`src/rtl/biquad_coef_loader.sv`:
```
// biquad_coef_loader
//   Double-buffered coefficient store for a biquad filter. Writes fill a shadow
//   bank. A commit checks that bank, and the active outputs then take all five
//   coefficients together on the next sample_tick. Coefficients never change
//   in the middle of a sample.
//
// Optional feature macro: BIQUAD_COEF_STABILITY_CHECK_EN
//   defined   -> a commit is rejected unless a2 != -1.0 and |a1| < 1 - a2
//   undefined -> every commit is accepted and err_unstable stays 0
//
// Ports
//   clk, reset            rising-edge clock, synchronous active-high reset
//   wr_valid/wr_ready     write handshake (see below)
//   wr_addr, wr_data      0=b0 1=b1 2=b2 3=a1 4=a2; 5..7 set err_addr
//   commit                request to publish the shadow bank
//   sample_tick           sample boundary strobe; publishes a pending bank
//   b0,b1,b2,a1,a2        active coefficients (signed, registered)
//   coef_update           one-cycle pulse when the active bank changes
//   pending               commit accepted, waiting for sample_tick
//   err_addr              sticky: write to an invalid address accepted
//   err_unstable          sticky: commit rejected by the stability check
//   state_dbg             controller state (IDLE=0, EVAL=1, PEND=2)
//
// Handshake: a write transfers on any rising edge where wr_valid && wr_ready.
// wr_ready is high only in IDLE. It is low in EVAL, the cycle after an
// accepted commit, and in PEND. The bank being checked or published therefore
// cannot change underneath the controller.
module biquad_coef_loader #(
  parameter int COEF_WIDTH         = 24,
  parameter int COEF_DECIMAL_WIDTH = 23,
  parameter logic [COEF_WIDTH-1:0] B0_INIT = '0,
  parameter logic [COEF_WIDTH-1:0] B1_INIT = '0,
  parameter logic [COEF_WIDTH-1:0] B2_INIT = '0,
  parameter logic [COEF_WIDTH-1:0] A1_INIT = '0,
  parameter logic [COEF_WIDTH-1:0] A2_INIT = '0
) (
  input  logic                         clk,
  input  logic                         reset,
  input  logic                         wr_valid,
  output logic                         wr_ready,
  input  logic [2:0]                   wr_addr,
  input  logic [COEF_WIDTH-1:0]        wr_data,
  input  logic                         commit,
  input  logic                         sample_tick,
  output logic signed [COEF_WIDTH-1:0] b0,
  output logic signed [COEF_WIDTH-1:0] b1,
  output logic signed [COEF_WIDTH-1:0] b2,
  output logic signed [COEF_WIDTH-1:0] a1,
  output logic signed [COEF_WIDTH-1:0] a2,
  output logic                         coef_update,
  output logic                         pending,
  output logic                         err_addr,
  output logic                         err_unstable,
  output logic [1:0]                   state_dbg
);

  typedef enum logic [1:0] {
    ST_IDLE = 2'd0,
    ST_EVAL = 2'd1,   // commit sampled last edge; checking the shadow bank
    ST_PEND = 2'd2    // bank accepted; waiting for sample_tick
  } state_t;

  // Bank index matches wr_addr: [0]=b0 [1]=b1 [2]=b2 [3]=a1 [4]=a2.
  localparam logic [4:0][COEF_WIDTH-1:0] INIT_BANK =
    {A2_INIT, A1_INIT, B2_INIT, B1_INIT, B0_INIT};

  // The fractional point must fall inside the word.
  if (COEF_DECIMAL_WIDTH < 0 || COEF_DECIMAL_WIDTH >= COEF_WIDTH) begin : g_bad_decimal_width
    $error("COEF_DECIMAL_WIDTH must be in [0, COEF_WIDTH-1]");
  end

  state_t                       state_q, state_d;
  logic [4:0][COEF_WIDTH-1:0]   shadow_q, shadow_d;
  logic [4:0][COEF_WIDTH-1:0]   active_q, active_d;
  logic                         coef_update_q, coef_update_d;
  logic                         err_addr_q, err_addr_d;
  logic                         err_unstable_q, err_unstable_d;
  logic                         eval_pass;

`ifdef BIQUAD_COEF_STABILITY_CHECK_EN
  // Two extra bits hold 1.0 (2^DEC), |a1| up to 2^(W-1), and 1 - a2 up to
  // 2^W without overflow.
  localparam int XW = COEF_WIDTH + 2;
  localparam logic signed [XW-1:0] ONE = XW'(1) << COEF_DECIMAL_WIDTH;
  localparam logic [COEF_WIDTH-1:0] COEF_MIN = {1'b1, {(COEF_WIDTH-1){1'b0}}};

  logic signed [XW-1:0] a1_x, a2_x, a1_abs, margin;

  always_comb begin
    a1_x      = XW'($signed(shadow_q[3]));
    a2_x      = XW'($signed(shadow_q[4]));
    a1_abs    = a1_x[XW-1] ? -a1_x : a1_x;
    margin    = ONE - a2_x;
    eval_pass = (shadow_q[4] != COEF_MIN) && (a1_abs < margin);
  end
`else
  assign eval_pass = 1'b1;
`endif

  always_comb begin
    state_d        = state_q;
    shadow_d       = shadow_q;
    active_d       = active_q;
    coef_update_d  = 1'b0;
    err_addr_d     = err_addr_q;
    err_unstable_d = err_unstable_q;
    wr_ready       = (state_q == ST_IDLE);

    if (wr_valid && wr_ready) begin
      if (wr_addr <= 3'd4) begin
        shadow_d[wr_addr] = wr_data;
      end else begin
        err_addr_d = 1'b1;
      end
    end

    case (state_q)
      ST_IDLE: begin
        if (commit) state_d = ST_EVAL;
      end
      ST_EVAL: begin
        if (eval_pass) begin
          state_d        = ST_PEND;
          err_addr_d     = 1'b0;
          err_unstable_d = 1'b0;
        end else begin
          state_d        = ST_IDLE;
          err_unstable_d = 1'b1;
        end
      end
      ST_PEND: begin
        if (sample_tick) begin
          active_d      = shadow_q;
          coef_update_d = 1'b1;
          state_d       = ST_IDLE;
        end
      end
      default: state_d = ST_IDLE;
    endcase
  end

  always_ff @(posedge clk) begin
    if (reset) begin
      state_q        <= ST_IDLE;
      shadow_q       <= INIT_BANK;
      active_q       <= INIT_BANK;
      coef_update_q  <= 1'b0;
      err_addr_q     <= 1'b0;
      err_unstable_q <= 1'b0;
    end else begin
      state_q        <= state_d;
      shadow_q       <= shadow_d;
      active_q       <= active_d;
      coef_update_q  <= coef_update_d;
      err_addr_q     <= err_addr_d;
      err_unstable_q <= err_unstable_d;
    end
  end

  assign b0           = active_q[0];
  assign b1           = active_q[1];
  assign b2           = active_q[2];
  assign a1           = active_q[3];
  assign a2           = active_q[4];
  assign coef_update  = coef_update_q;
  assign pending      = (state_q == ST_PEND);
  assign err_addr     = err_addr_q;
  assign err_unstable = err_unstable_q;
  assign state_dbg    = state_q;

endmodule

```
`config.mk`:
```
export PLATFORM = sky130hd
export DESIGN_NAME = biquad_coef_loader
export DESIGN_NICKNAME = d
export VERILOG_FILES = /design/src/rtl/biquad_coef_loader.sv
export SDC_FILE = /design/constraint.sdc
export NUM_CORES = 1
export LEC_CHECK = 0
export ABC_AREA = 1
export ABC_CLOCK_PERIOD_IN_PS = 1600
export CAP_MARGIN = 20
export CORE_MARGIN = 2
export CORE_UTILIZATION = 35
export DETAILED_ROUTE_END_ITERATION = 7
export DONT_BUFFER_PORTS = 1
export PLACE_DENSITY = 0.56
export REMOVE_ABC_BUFFERS = 1
export SYNTH_ARGS = -nofsm -noshare
export SYNTH_HDL_FRONTEND = slang
export SYNTH_SLANG_ARGS = --single-unit
```
`constraint.sdc`:
```
create_clock -name clk -period 1.6 [get_ports clk]
set_input_delay 0.32 -clock clk [delete_from_list [all_inputs] [get_ports clk]]
set_output_delay 0.32 -clock clk [all_outputs]
set_load 0.005 [all_outputs]
```
==> run_results.csv <==
group,metric,value,unit
clock_tree,worst_skew_pair.late_latency,0.52,ns
sta,finalSetupViolCount,0,
global_route,grt_pass1_vias,7208,
routing,post_drt_wl_per_cell,17.7,um
global_route,grt_pass1_wl,41600,um
final_layout,diodes,0,
worst_setup_path,cpMaxStageDelayCell,"dfxtp_4",
worst_setup_path,cp_data_arrival_time,1.23,ns
pwr,p_leak,3.97,nW
die,fp.dieH,167,um
worst_setup_path,r2r-end,"b1[3]$_SDFFE_PP0P_",
clock_tree,cts_hold_buf,2,
synth,seq_area_frac_synth,0.526,
final_layout,final_nets,1249,
pwr,irDropWorstVdd,0.725,mV
routing,top_layer,"met4",
global_route,antenna_found_initial,0,
worst_setup_path,cp_data_required_time,1.28,ns
routing,antenna_left,0,
clock_tree,htreeDepth,1,
clock_tree,cts_tree,"built",
worst_setup_path,path_delay_family,"flip-flops",
routing,viasPerCell,4.98,
synth,synth_seq_cells,244,
worst_setup_path,worstSetupStartpointType,"flop",
clock_tree,clock_path_buffers,3,
routing,first_iter_violations,522,
routing,drt-met1-wl,13100,um
routing,via_count,7811,
routing,route.met3.wl,1900,um
placed_design,hpwl,14600,um
worst_setup_path,max_stage_delay,0.37,ns
placed_design,dp_cells,1511,
die,die-area,27800,um^2
synth,synth_cell_types,16,
synth,synth_area,9280,um^2
global_route,gr-usage-all-layers,0.183,
routing,drc_errors,0,
die,num_io_pins,159,
die,coreArea,26100,um^2
worst_setup_path,worst-path-max-fanout,8,
flow_run,drv_cap,0,
sta,period_share,0.967,
worst_setup_path,cp-endpoint,"pending",
clock_tree,cts_buffers,27,
global_route,grt_max_degree,124,
final_layout,final-instance-count-excl-fill,1568,
synth,syn_area_per_cell,7.43,um^2
sta,finalHoldWorstSlack,-0.129,ns
sta,slew_violations,0,
routing,firstDrtPassIters,5,
clock_tree,path_clk_slew,0.06,ns
sta,finClkSkew,0.00596,ns
run_status,status,"finished, violations left",
die,start_util,0.356,
final_layout,syn_to_final_growth,15.9,%
final_layout,drive_gt1_frac,0.0787,
clock_tree,root_buffer,"clkbuf_16",
run_status,violations,"hold timing",
worst_setup_path,path_depth,3,
die,die_w,167,um
die,num_rows,59,
worst_setup_path,endpoint_kind,"primary output",
synth,synth_cells,1249,
sta,fmax,646,MHz
routing,routed-wl-met2,12300,um
pwr,power_per_cell_area,1230,nW/um^2
placed_design,gp_congestion,0.720,
worst_setup_path,rrSetupSlack,0.09,ns
global_route,grt-ovfl-total,0,
worst_setup_path,r2r_start,"state_dbg[1]$_SDFFE_PP0P_",
worst_setup_path,crit_type,"flop to primary output",
sta,min_period,1.55,ns
worst_setup_path,crit_start,"state_dbg[1]$_SDFFE_PP0P_",
worst_setup_path,path_cells,"inv_2 -> nor2_4 -> buf_12",
hold_path,hold_path.class,"input pin to flop",
synth,yosysWarnings,0,
worst_setup_path,cp.buffers_inverters,2,
worst_setup_path,r2r_cells,8,
sta,hold_viol,121,
clock_tree,clock_sinks,244,
final_layout,fill_cells,2707,
routing,routed_wl,27700,um
placed_design,port_buffers,0,
## sequential cells by signal, summed over array words and instances (netlist names)
signal,count
a1,24
a2,24
b0,24
b1,24
b2,24
coef_update,1
err_addr,1
shadow_q,120
state_dbg,2
## layer usage
layer  track usage  vias up
met5             0        -
met4        0.0435        0
met3        0.0402       27
met2         0.287      223
met1         0.257     3611
li1              -     3950
## synth_stat cells
master / count / area share
a21oi_1: 122 / 0.066
buf_1: 11 / 0.0044
buf_2: 39 / 0.021
buf_4: 9 / 0.0073
buf_6: 6 / 0.0073
clkbuf_1: 34 / 0.014
clkinv_1: 1 / 0.00040
conb_1: 1 / 0.00040
dfxtp_1: 244 / 0.53
inv_1: 28 / 0.011
inv_2: 5 / 0.0020
nand2_1: 274 / 0.11
nand2_4: 1 / 0.0012
nand3_1: 220 / 0.12
nor2_1: 246 / 0.10
nor2_4: 8 / 0.0097
## area by class of cell
| cell class | count | area (um^2) | area share |
|---|---|---|---|
| sequential | 244 | 4890 | 0.455 |
| multi-input combinational | 872 | 3810 | 0.354 |
| clock buffer | 39 | 791 | 0.0735 |
| timing repair buffer | 38 | 632 | 0.0587 |
| tap | 335 | 419 | 0.0390 |
| inverter | 34 | 130 | 0.0121 |
| clock inverter | 6 | 86.3 | 0.00803 |
## cells in the final DEF, fill, tap and decap left out, drive strengths merged
cell type      n
conb           1
clkinvlp       1
nand2        275
dfxtp        244
clkbuf        43
inv           34
nor2         254
bufbuf         2
a21oi        122
nand3        220
dlygate4sd3    2
clkinv         3
buf           30
bufinv         2
## through the flow
step           setup TNS (ns)  total power [W]  area, um^2  worst slack, ns   util
3_5_place_dp                0          0.00711        9620            0.164  0.369
6_report                    0           0.0132       10800           0.0531  0.413
2_1_floorplan         -446.19          0.00684        8780            -2.77      -
5_1_grt              -0.00806           0.0137       10800         -0.00676  0.413
3_3_place_gp                0          0.00710        9620            0.180  0.369
4_1_cts                     0           0.0133       10600           0.0120  0.407
## kinds of logic after synthesis
| kind of cell | count (synthesis) | share of synthesized area |
|---|---|---|
| flip-flops | 244 | 0.526 |
| other | 1 | 0.000404 |
| AO/OA/AOI/OAI | 122 | 0.0658 |
| AND/OR/NAND/NOR | 749 | 0.340 |
| buffers and inverters | 133 | 0.0675 |
## worst min path at each step
stage | from | endpoint | slack, ns | cells after the start
after floorplan | reset | a1[0]$_SDFFE_PP0P_ | 0.39 | 1
after global placement | reset | a1[7]$_SDFFE_PP0P_ | 0.40 | 1
after detailed placement | reset | a1[7]$_SDFFE_PP0P_ | 0.40 | 1
after CTS | reset | a1[7]$_SDFFE_PP0P_ | -0.16 | 1
after global routing | reset | a1[7]$_SDFFE_PP0P_ | -0.16 | 1
final | reset | a1[7]$_SDFFE_PP0P_ | -0.13 | 1
## report_power, final
| group | total, W | internal [W] | leakage, nW | switching [W] |
|---|---|---|---|---|
| Clock | 0.00612 | 0.00372 | 0.429 | 0.00241 |
| Combinational | 0.000804 | 0.000278 | 1.57 | 0.000526 |
| Sequential | 0.00625 | 0.00619 | 1.97 | 0.0000643 |
| Total | 0.0132 | 0.0102 | 3.97 | 0.00300 |
## repair_timing
item,4_1_cts,5_1_grt
resized for setup,2,7
setup buffers,3,0
pin swaps,1,0
endpoints found under the hold margin,124,122
setup endpoints to repair,1,12
gates cloned,2,5
Note: power is estimated with default switching activity, not from simulation.
